File: config.mk
export PLATFORM = sky130hd
export DESIGN_NAME = mem_stage_sb
export DESIGN_NICKNAME = d
export VERILOG_FILES = /design/src/rtl/mem_stage_sb.sv
export SDC_FILE = /design/constraint.sdc
export NUM_CORES = 1
export LEC_CHECK = 0
export BUFFER_PORTS_ARGS = -buffer_cell sky130_fd_sc_hd__buf_2
export CORE_ASPECT_RATIO = 0.9
export CORE_MARGIN = 8
export CORE_UTILIZATION = 50
export CTS_CLUSTER_DIAMETER = 60
export DETAILED_ROUTE_END_ITERATION = 10
export PLACE_DENSITY = 0.71
export SYNTH_ARGS = -nofsm -noshare
export SYNTH_HDL_FRONTEND = slang
export SYNTH_SLANG_ARGS = --single-unit
File: constraint.sdc
create_clock -name clk_in -period 13 [get_ports clk_in]
set_input_delay 2.6 -clock clk_in [delete_from_list [all_inputs] [get_ports clk_in]]
set_output_delay 2.6 -clock clk_in [all_outputs]
set_load 0.01 [all_outputs]
File: src/rtl/mem_stage_sb.sv
`default_nettype none
// mem_stage_sb -- RV32I memory stage: in-order store buffer, load bypass and store-to-load forwarding (rev 1.0)
module mem_stage_sb #(
  parameter int DEPTH  = 4,
  parameter int FWD_EN = 1,
  parameter int ADDR_W = 32,
  parameter int XLEN   = 32
) (
  input  logic              clk_in,
  input  logic              rst_in,
  input  logic              rdy_in,
  input  logic              in_valid,
  input  logic [3:0]        in_op,
  input  logic [4:0]        in_rd,
  input  logic [XLEN-1:0]   in_data,
  input  logic [ADDR_W-1:0] in_addr,
  output logic              stall_out,
  output logic              mem_req,
  output logic              mem_wr,
  output logic [ADDR_W-1:0] mem_addr,
  output logic [XLEN-1:0]   mem_wdata,
  output logic [2:0]        mem_len,
  input  logic              mem_done,
  input  logic [XLEN-1:0]   mem_rdata,
  output logic              wb_valid,
  output logic [4:0]        wb_rd,
  output logic [XLEN-1:0]   wb_data
);

  localparam int PW = $clog2(DEPTH);
  localparam logic [PW:0] FULL = (PW+1)'(DEPTH);

  localparam logic [1:0] IDLE    = 2'd0;
  localparam logic [1:0] ST_BUSY = 2'd1;
  localparam logic [1:0] LD_BUSY = 2'd2;

  localparam logic [3:0] OP_LB  = 4'd1;
  localparam logic [3:0] OP_LH  = 4'd2;
  localparam logic [3:0] OP_LW  = 4'd3;
  localparam logic [3:0] OP_LBU = 4'd4;
  localparam logic [3:0] OP_LHU = 4'd5;
  localparam logic [3:0] OP_SB  = 4'd6;
  localparam logic [3:0] OP_SH  = 4'd7;
  localparam logic [3:0] OP_SW  = 4'd8;

  logic [1:0]        state;
  logic [PW-1:0]     head;
  logic [PW-1:0]     tail;
  logic [PW:0]       count;

  logic [ADDR_W-1:0] buf_addr [DEPTH];
  logic [XLEN-1:0]   buf_data [DEPTH];
  logic [2:0]        buf_len  [DEPTH];

  logic              is_load;
  logic              is_store;
  logic [2:0]        op_len;
  logic [XLEN-1:0]   store_data;
  logic              any_conf;
  logic [PW-1:0]     young_idx;
  logic [PW-1:0]     scan_idx;
  logic              fwd_ok;
  logic              accept;
  logic              push;
  logic              pop;
  logic              ld_issue;

  function automatic logic [XLEN-1:0] load_ext(input logic [3:0] op, input logic [XLEN-1:0] d);
    case (op)
      OP_LB:   load_ext = {{(XLEN-8){d[7]}}, d[7:0]};
      OP_LH:   load_ext = {{(XLEN-16){d[15]}}, d[15:0]};
      OP_LBU:  load_ext = {{(XLEN-8){1'b0}}, d[7:0]};
      OP_LHU:  load_ext = {{(XLEN-16){1'b0}}, d[15:0]};
      default: load_ext = d;
    endcase
  endfunction

  always_comb begin
    is_load  = 1'b0;
    is_store = 1'b0;
    op_len   = 3'd4;
    case (in_op)
      OP_LB, OP_LBU: begin is_load  = 1'b1; op_len = 3'd1; end
      OP_LH, OP_LHU: begin is_load  = 1'b1; op_len = 3'd2; end
      OP_LW:         begin is_load  = 1'b1; op_len = 3'd4; end
      OP_SB:         begin is_store = 1'b1; op_len = 3'd1; end
      OP_SH:         begin is_store = 1'b1; op_len = 3'd2; end
      OP_SW:         begin is_store = 1'b1; op_len = 3'd4; end
      default: ;
    endcase
  end

  always_comb begin
    case (op_len)
      3'd1:    store_data = XLEN'(in_data[7:0]);
      3'd2:    store_data = XLEN'(in_data[15:0]);
      default: store_data = in_data;
    endcase
  end

  // Scan oldest to youngest so the last hit is the youngest conflicting entry.
  always_comb begin
    any_conf  = 1'b0;
    young_idx = head;
    scan_idx  = head;
    for (int i = 0; i < DEPTH; i++) begin
      scan_idx = head + PW'(i);
      if (i < int'(count) && buf_addr[scan_idx][ADDR_W-1:2] == in_addr[ADDR_W-1:2]) begin
        any_conf  = 1'b1;
        young_idx = scan_idx;
      end
    end
  end

  assign fwd_ok = (FWD_EN != 0) && any_conf && is_load &&
                  (buf_addr[young_idx] == in_addr) && (buf_len[young_idx] == op_len);

  always_comb begin
    stall_out = 1'b0;
    if (!rdy_in) begin
      stall_out = 1'b1;
    end else if (in_valid) begin
      if (is_store)
        stall_out = (count == FULL);
      else if (is_load && !fwd_ok)
        stall_out = any_conf || !(state == LD_BUSY && mem_done);
    end
  end

  assign accept   = rdy_in && in_valid && !stall_out;
  assign push     = accept && is_store;
  assign pop      = rdy_in && (state == ST_BUSY) && mem_done;
  assign ld_issue = in_valid && is_load && !any_conf;

  always_ff @(posedge clk_in) begin
    if (rst_in && rdy_in && push) begin
      buf_addr[tail] <= in_addr;
      buf_data[tail] <= store_data;
      buf_len[tail]  <= op_len;
    end
  end

  always_ff @(posedge clk_in) begin
    if (!rst_in) begin
      state     <= IDLE;
      head      <= '0;
      tail      <= '0;
      count     <= '0;
      mem_req   <= 1'b0;
      mem_wr    <= 1'b0;
      mem_addr  <= '0;
      mem_wdata <= '0;
      mem_len   <= '0;
      wb_valid  <= 1'b0;
      wb_rd     <= '0;
      wb_data   <= '0;
    end else if (rdy_in) begin
      if (push) tail <= tail + 1'b1;
      if (pop)  head <= head + 1'b1;
      count <= count + (PW+1)'(push) - (PW+1)'(pop);

      case (state)
        IDLE: begin
          if (ld_issue) begin
            state     <= LD_BUSY;
            mem_req   <= 1'b1;
            mem_wr    <= 1'b0;
            mem_addr  <= in_addr;
            mem_wdata <= '0;
            mem_len   <= op_len;
          end else if (count != '0) begin
            state     <= ST_BUSY;
            mem_req   <= 1'b1;
            mem_wr    <= 1'b1;
            mem_addr  <= buf_addr[head];
            mem_wdata <= buf_data[head];
            mem_len   <= buf_len[head];
          end
        end
        ST_BUSY, LD_BUSY: begin
          if (mem_done) begin
            state   <= IDLE;
            mem_req <= 1'b0;
          end
        end
        default: state <= IDLE;
      endcase

      // An accepted non-forwarded load can only be the one completing in LD_BUSY.
      wb_valid <= 1'b0;
      if (accept && !is_store) begin
        wb_valid <= 1'b1;
        wb_rd    <= in_rd;
        if (!is_load)
          wb_data <= in_data;
        else if (fwd_ok)
          wb_data <= load_ext(in_op, buf_data[young_idx]);
        else
          wb_data <= load_ext(in_op, mem_rdata);
      end
    end
  end

endmodule
`default_nettype wire

==> impl_metrics.tcl, run 1 <==
set metrics [dict create \
    dieArea_um2 54300 \
    htreeDepth 2 \
    dr.pass1.iters 6 \
    yosysUniqueCellTypes 83 \
    cp_max_fo 32 \
    drc_errors 0 \
    vias 19000 \
    synth_flop_cell "edfxtp_1" \
    tightest_slew_ps 1330 \
    dp_slack_ps 1270 \
    clk_latency_ps 600 \
    path_cells "buf_2, inv_1, a221oi_1, a31oi_1, or4_1, a2111oi_2, and2_1, o31ai_2, xnor2_4, buf_12, or4_1, nand3_1, a2111oi_0, nand4_1, nor4_4, nand2_2, buf_4, a32oi_1, o21ai_0, buf_2" \
    drv_slew 0 \
    io_buffer_count 217 \
    grt_pass1_vias 18500 \
    status "completed" \
    final-hold-violation-count 0 \
    timing.final.crit_share_pct 92.6 \
    dieWidth_um 245 \
    required_ps 10400 \
    overflow 0 \
    fill_cells 3947 \
    ys_seq_elements 386 \
    post-route-min-period_ps 12030 \
    vias_per_cell 6.78 \
    rows 75 \
    min_path_type "reg2reg" \
    final_antenna_net_count 0 \
    cts_resized 0 \
    cts_sinks 386 \
    grt_usage_pct 28.7 \
    initial_core_util_pct 50.6 \
    layoutNonFillerInstCount 2807 \
    cap_violations 0 \
    cts_tree "done" \
    finClkSkew_ps 26.4 \
    cp_slowest_stage_delay_ps 930 \
    crit_type "in2out" \
    grt_pass1_wl_um 120000 \
    routed_wl_um 80300 \
    relSlewSlack_pct 10.0 \
    hold_path.startpoint "mem_wdata[26]$_SDFFE_PN0P_" \
    syn-num-nets 2165 \
    final_common_cell "edfxtp_1" \
    synth_area_um2 23500 \
    endpoint_kind "output port" \
    clk_path_buf_depth 3 \
    finalSetupViolations 0 \
    antenna_found_initial 5 \
    root_buffer "clkbuf_16" \
    cts_setup_buffers 0 \
    crit_arrival_ps 9430 \
    critPathLaunch "in_addr[10]" \
    initialDrtViolationCount 2382 \
    multi_input_comb_area_um2 12300 \
    syn_avg_cell_area_um2 11.5 \
    power.density_nw_per_um2 110 \
    ioPinCount 218 \
    power.leakage_nw 9.03 \
    synth_edf_count 268 \
    drive_gt1_share_pct 23.4 \
    routedWlPerCell_um 28.6 \
    area_growth_pct 12.3 \
    post-route-cell-area_um2 26400 \
    syn_inst 2041 \
    register_area_um2 10400 \
    vdd.ir_drop.worst_v 0.000122 \
    hold_path_depth 2 \
    r2r_cells 20 \
    cts_hold_buffers 0 \
    critPathLaunchType "input port" \
    yosysSeqAreaShare_pct 44.2 \
    nNetsFinal 2276 \
    slowest_stage "a2111oi_0" \
    rsz0062_at_grt "no" \
    setup_ws_ps 967 \
    path_clk_slew_ps 50 \
    gp_congestion 1.02 \
    synth_warnings 0 \
    cts_made_buffers 44 \
    async_flop_share_pct 0 \
    clock.fmax_mhz 83.1 \
    final.setup.tns_ps 0 \
    die_h_um 222 \
    r2r_start "head[0]$_SDFFE_PN0P_" \
    hpwl_um 55300 \
    placed_area_um2 25000 \
    core_um2 46500 \
    grt_max_degree 64 \
    dpl.cell_count 2722 \
    mostFrequentLayoutCells "268 x edfxtp_1, 217 x buf_2, 185 x nand2_1, 166 x mux2i_1, 153 x a21oi_1" \
    holdWs_ps 450 \
]
-- Yosys cell counts, drive strengths merged (17+ instances only) --
cell     number  area, um2
o22ai        22        138
xnor2        97        872
inv          35        131
clkbuf      116        435
a32oi        21        184
buf          69        370
or3          26        163
nand3b       36        270
a21oi       155        798
o2bb2ai      21        184
mux2i       166       1660
a21bo        17        170
xor2         27        236
nand2b       18        113
mux4        147       3310
dfxtp       118       2360
nand4        42        263
edfxtp      268       8050
a211oi       47        353
o21ai        18       90.1
nor2b        17        106
nor2        103        389
nand2       186        701
and3         23        144
nand3        18       90.1
and2         23        144
-- cell type report --
| cell class | count | share of cell area, % |
|---|---|---|
| diodes | 3 | 0.0284 |
| repair buffers | 250 | 5.19 |
| clock inverters | 19 | 0.867 |
| flip-flops and latches | 386 | 39.5 |
| multi-input cells | 1434 | 46.4 |
| well taps | 616 | 2.92 |
| clock buffers | 63 | 4.63 |
| inverters | 36 | 0.516 |
-- sequential cells by signal, indices dropped and copies added, names as in the netlist, named ones only --
| register | cells |
|---|---|
| mem_wdata | 32 |
| mem_req | 1 |
| wb_data | 32 |
| head | 2 |
| buf_len | 12 |
| mem_wr | 1 |
| count | 3 |
| wb_valid | 1 |
| state | 2 |
| buf_data | 128 |
| wb_rd | 5 |
| mem_addr | 32 |
| tail | 2 |
| mem_len | 3 |
| buf_addr | 128 |
-- worst paths after layout --
check	to	slack, ps
worst min-delay path	mem_wdata[26]$_SDFFE_PN0P_	450
worst max register to register	wb_data[29]$_SDFFE_PN0P_	3360
worst min register to register	mem_wdata[26]$_SDFFE_PN0P_	450
worst max-delay path	stall_out	970
-- worst max-delay path: cells and delay by family --
kind                   cells  cell delay, ps
buffers and inverters      5            1120
XOR/XNOR                   1             690
AND/OR/NAND/NOR            7            2430
AO/OA/AOI/OAI              7            2560
-- layer usage --
layer  global-route usage [%]  vias up  share of wire, %  wire, um
li1                         -     8143                 -         -
met1                     41.4     9505                41     33300
met2                     43.0     1205                44     35600
met3                     6.33      159                11      8940
met4                     8.30        6               3.0      2390
met5                        0        -             0.049        39
-- where the power goes --
group          internal [W]  leakage, nW  switching (W)
clock network      0.000708        0.703       0.000530
logic              0.000117         4.94       0.000201
registers           0.00134         3.39      0.0000173
total               0.00217         9.03       0.000748
-- logic make-up after synthesis --
kind of cell    Yosys count  share of synthesized area, %
fa+ha+maj                14                         0.776
xor+xnor                124                          4.71
compound gates          436                          13.2
buf+inv                 221                          4.00
flops                   386                          44.2
mux                     325                          21.7
simple gates            535                          11.4
-- metrics by stage --
stage	util, %	power (W)
6_report	56.8	0.00291
5_1_grt	56.8	0.00300
4_1_cts	56.8	0.00292
3_5_place_dp	53.6	0.00169
3_3_place_gp	53.6	0.00169
2_1_floorplan	-	0.00157
Power figures use the tool's default switching activity.
==> inputs of run 2 (changes only) <==
Clock period 13 ns to 12.1 ns, I/O delays scaled along.
==> impl_metrics.tcl, run 2 (synthesized netlist as in run 1, its figures left out) <==
set metrics [dict create \
    grt_usage_pct 28.3 \
    htreeDepth 2 \
    final.setup.tns_ps 0 \
    gp_congestion 0.967 \
    timing.final.crit_share_pct 89.9 \
    cts_sinks 386 \
    reg2reg_slack_ps 3050 \
    overflow 0 \
    power.internal_w 0.00234 \
    r2r_cells 19 \
    dieArea_um2 54300 \
    nNetsFinal 2278 \
    crit_type "in2out" \
    initialDrtViolationCount 2557 \
    drive_gt1_share_pct 23.8 \
    post-route-cell-area_um2 26500 \
    grt_pass1_vias 18100 \
    endpoint_kind "output port" \
    rsz0062_at_grt "no" \
    cts_resized 0 \
    p_comb_share_pct 10.8 \
    cts_hold_buffers 0 \
    switching_power_w 0.000804 \
    routed_wl_um 79200 \
    final-hold-violation-count 0 \
    antenna_found_initial 8 \
    drc_errors 0 \
    relSlewSlack_pct 16.8 \
    cts_made_buffers 44 \
    vias 18900 \
    rows 75 \
    root_buffer "clkbuf_16" \
    clk_latency_ps 600 \
    grt_max_degree 89 \
    ioPinCount 218 \
    critPathLaunch "in_addr[7]" \
    post-route-min-period_ps 10870 \
    swShare_pct 25.6 \
    power.leakage_nw 9.07 \
    final_common_cell "edfxtp_1" \
    initial_core_util_pct 50.6 \
    mostFrequentLayoutCells "268 x edfxtp_1, 217 x buf_2, 185 x nand2_1, 166 x mux2i_1, 153 x a21oi_1" \
    seq_power_share_pct 46.4 \
    critPathLaunchType "input port" \
    required_ps 9680 \
    clock.fmax_mhz 92.0 \
    area_growth_pct 12.5 \
    vias_per_cell 6.72 \
    path_clk_slew_ps 60 \
    clk_path_buf_depth 3 \
    min_path_type "reg2reg" \
    r2r_end "wb_data[28]$_SDFFE_PN0P_" \
    finClkSkew_ps 26.7 \
    cap_violations 0 \
    routedWlPerCell_um 28.2 \
    core_um2 46500 \
    dp_slack_ps 1380 \
    cts_tree "done" \
    io_buffer_count 217 \
    tightest_slew_ps 1230 \
    setup_ws_ps 1230 \
    largestRegisters "buf_addr (128), buf_data (128)" \
    cts_setup_buffers 0 \
    r2r_start "head[0]$_SDFFE_PN0P_" \
    cp_max_fo 23 \
    dieWidth_um 245 \
    fin_util_pct 56.9 \
    holdWs_ps 450 \
    drv_slew 0 \
    status "completed" \
    crit_arrival_ps 8450 \
    final_antenna_net_count 0 \
    p_clk_share_pct 42.7 \
    power.density_nw_per_um2 119 \
    dr.pass1.iters 6 \
    grt_pass1_wl_um 119000 \
    die_h_um 222 \
    vdd.ir_drop.worst_v 0.0000916 \
    critPathCapture "stall_out" \
    hpwl_um 55400 \
    placed_area_um2 25000 \
    finalSetupViolations 0 \
]
==> run 2: critical path, stage by stage <==
cell       delay, ps
buf_2            300
inv_1            160
xnor2_1          180
o2111ai_1        120
or4_1            500
a2111oi_2        630
and2_1           660
a21oi_4          150
xnor2_4          770
mux4_2           610
xnor2_1          190
o2111ai_1        120
or4_1            580
nor4_4           330
nand2_2          140
a32oi_1          280
o21ai_0          130
buf_2            160
==> run 2: how the worst min path moves through the flow <==
stage | startpoint | endpoint | cells after the start | slack (ps)
after floorplan | state[1]$_SDFFE_PN0P_ | state[1]$_SDFFE_PN0P_ | 2 | 480
after global placement | mem_wdata[2]$_SDFFE_PN0P_ | mem_wdata[2]$_SDFFE_PN0P_ | 2 | 440
after detailed placement | mem_wdata[3]$_SDFFE_PN0P_ | mem_wdata[3]$_SDFFE_PN0P_ | 2 | 450
after CTS | mem_wdata[3]$_SDFFE_PN0P_ | mem_wdata[3]$_SDFFE_PN0P_ | 2 | 450
after global routing | mem_wdata[1]$_SDFFE_PN0P_ | mem_wdata[1]$_SDFFE_PN0P_ | 2 | 480
final | mem_wdata[28]$_SDFFE_PN0P_ | mem_wdata[28]$_SDFFE_PN0P_ | 2 | 450
==> run 2: layer usage <==
layer / part of all wire [%] / track usage (%) / up-vias
met4: 2.9 / 8.63 / 8
met3: 12 / 7.18 / 145
li1: - / - / 8140
met5: 0.063 / 0 / -
met1: 41 / 40.8 / 9378
met2: 44 / 41.6 / 1219
==> run 2: layout make-up <==
type                            count  area [um2]
Multi-Input combinational cell   1434       12300
Sequential cell                   386       10400
Tap cell                          616         771
Inverter                           36         136
Antenna cell                        4        10.0
Timing Repair Buffer              252        1370
Clock inverter                     23         204
Clock buffer                       59        1270
Fill cell                        3902       20100
==> run 2: metrics by stage <==
| step | total power [W] | instances |
|---|---|---|
| after CTS | 0.00315 | 2806 |
| after global routing | 0.00323 | 2808 |
| after global placement | 0.00181 | 2724 |
| after floorplan | 0.00169 | 2041 |
| after detailed placement | 0.00182 | 2724 |
| final | 0.00314 | 2810 |
==> run 2: power groups by stage <==
stage | logic, W | clock network [W] | registers, W
finish | 0.000339 | 0.00134 | 0.00146
global route | 0.000363 | 0.00141 | 0.00146
CTS | 0.000335 | 0.00136 | 0.00146
detailed placement | 0.000333 | 0 | 0.00149
global placement | 0.000330 | 0 | 0.00148
floorplan | 0.000199 | 0 | 0.00149
==> inputs of run 3 (changes only) <==
--- a/constraint.sdc
+++ b/constraint.sdc
@@ -3,2 +3,2 @@
 set_output_delay 2.42 -clock clk_in [all_outputs]
-set_load 0.01 [all_outputs]
+set_load 0.005 [all_outputs]
==> impl_metrics.tcl, run 3 (synthesized netlist as in run 1, its figures left out) <==
set metrics [dict create \
    status "completed" \
    post-route-min-period_ps 10840 \
    routedWlPerCell_um 28.9 \
    path_cells "buf_2, nor2_1, a2111oi_0, and3_1, o2111ai_1, nor2_1, buf_4, o31ai_2, xnor2_4, buf_4, mux2i_1, xnor2_1, a2111oi_0, nand4_1, nor4_4, nand2_2, a32oi_1, o21ai_0, buf_2" \
    dr.pass1.iters 5 \
    vias_per_cell 6.84 \
    critPathLaunchType "input port" \
    hpwl_um 56000 \
    rows 75 \
    finalSetupViolations 0 \
    clock.fmax_mhz 92.3 \
    gp_congestion 1.02 \
    reg2reg_slack_ps 2980 \
    cp_slowest_stage_delay_ps 840 \
    cts_resized 0 \
    cap_violations 0 \
    clk_latency_ps 620 \
    r2r_end "wb_data[16]$_SDFFE_PN0P_" \
    cts_setup_buffers 0 \
    crit_arrival_ps 8420 \
    grt_usage_pct 28.9 \
    grt_pass1_wl_um 121000 \
    initialDrtViolationCount 2945 \
    dieArea_um2 54300 \
    vdd.ir_drop.worst_v 0.000109 \
    htreeDepth 2 \
    r2r_start "head[0]$_SDFFE_PN0P_" \
    drc_errors 0 \
    overflow 0 \
    cpLargestDelayFamily "compound AO/OA/AOI/OAI gates" \
    dpl.cell_count 2724 \
    hold_path_depth 2 \
    drv_slew 0 \
    required_ps 9680 \
    final_common_cell "edfxtp_1" \
    initial_core_util_pct 50.6 \
    final.setup.tns_ps 0 \
    tightest_slew_ps 1120 \
    ioPinCount 218 \
    timing.final.crit_share_pct 89.6 \
    cts_sinks 386 \
    finClkSkew_ps 42.9 \
    grt_max_degree 65 \
    cts_made_buffers 45 \
    endpoint_kind "output port" \
    core_um2 46500 \
    path_clk_slew_ps 60 \
    root_buffer "clkbuf_16" \
    antenna_found_initial 6 \
    grt_pass1_vias 18500 \
    cp.buffers_inverters 4 \
    drive_gt1_share_pct 24.1 \
    final-hold-violation-count 0 \
    mostFrequentLayoutCells "268 x edfxtp_1, 217 x buf_2, 185 x nand2_1, 166 x mux2i_1, 153 x a21oi_1" \
    routed_wl_um 81300 \
    hold_path.startpoint "mem_wdata[28]$_SDFFE_PN0P_" \
    r2r_cells 20 \
    clk_path_buf_depth 3 \
    power.density_nw_per_um2 122 \
    layoutNonFillerInstCount 2810 \
    power.leakage_nw 9.10 \
    hold_path_end "mem_wdata[28]$_SDFFE_PN0P_" \
    min_path_type "reg2reg" \
    io_buffer_count 217 \
    fin_util_pct 57.1 \
    die_h_um 222 \
    crit_type "in2out" \
    cts_hold_buffers 0 \
    vias 19200 \
    nNetsFinal 2279 \
    slowest_stage "a2111oi_0" \
    dieWidth_um 245 \
    final_antenna_net_count 0 \
    p_total_w 0.00324 \
    largestRegisters "buf_addr (128), buf_data (128)" \
    cts_tree "done" \
    relSlewSlack_pct 25.0 \
    cp_max_fo 28 \
    area_growth_pct 12.9 \
    setup_ws_ps 1260 \
    rsz0062_at_grt "no" \
    dp_slack_ps 1560 \
]
==> run 3: metal layers <==
| layer | global-route usage, % | share of wire, % | up-vias | wire [um] |
|---|---|---|---|---|
| li1 | - | - | 8133 | - |
| met4 | 8.90 | 3.0 | 6 | 2460 |
| met1 | 41.0 | 40 | 9634 | 32700 |
| met3 | 7.51 | 12 | 164 | 9960 |
| met5 | 0 | 0.048 | - | 39 |
| met2 | 42.9 | 44 | 1288 | 36200 |
==> run 3: worst max path at each step <==
stage,depth (start not counted),slack (ps),from,end
floorplan,20,2590,in_addr[10],stall_out
global placement,18,1500,in_addr[3],stall_out
detailed placement,18,1560,in_addr[3],stall_out
CTS,18,1530,in_addr[3],stall_out
global route,19,1100,head[0]$_SDFFE_PN0P_,stall_out
finish,19,1260,in_addr[27],stall_out
==> run 3: cell type report <==
class / count / area (um2)
Inverter: 36 / 136
Clock inverter: 28 / 354
Timing Repair Buffer: 252 / 1360
Fill cell: 3860 / 20000
Antenna cell: 2 / 5.00
Tap cell: 616 / 771
Clock buffer: 56 / 1240
Multi-Input combinational cell: 1434 / 12300
Sequential cell: 386 / 10400
==> run 3: through the flow <==
step | hold slack, ps | cell area [um2]
detailed placement | 446 | 25000
CTS | 455 | 26600
global placement | 439 | 25000
global route | 474 | 26600
finish | 452 | 26600
floorplan | 453 | 23500
==> run 3: report_power, final <==
group	internal [W]	switching (W)
combinational	0.000125	0.000210
clock	0.000833	0.000613
sequential	0.00144	0.0000189
==> run 3: worst min-delay path: stages, from the launching register on <==
cell	delay, ps
dfxtp_1	310
nand2_1	50
a21oi_1	50
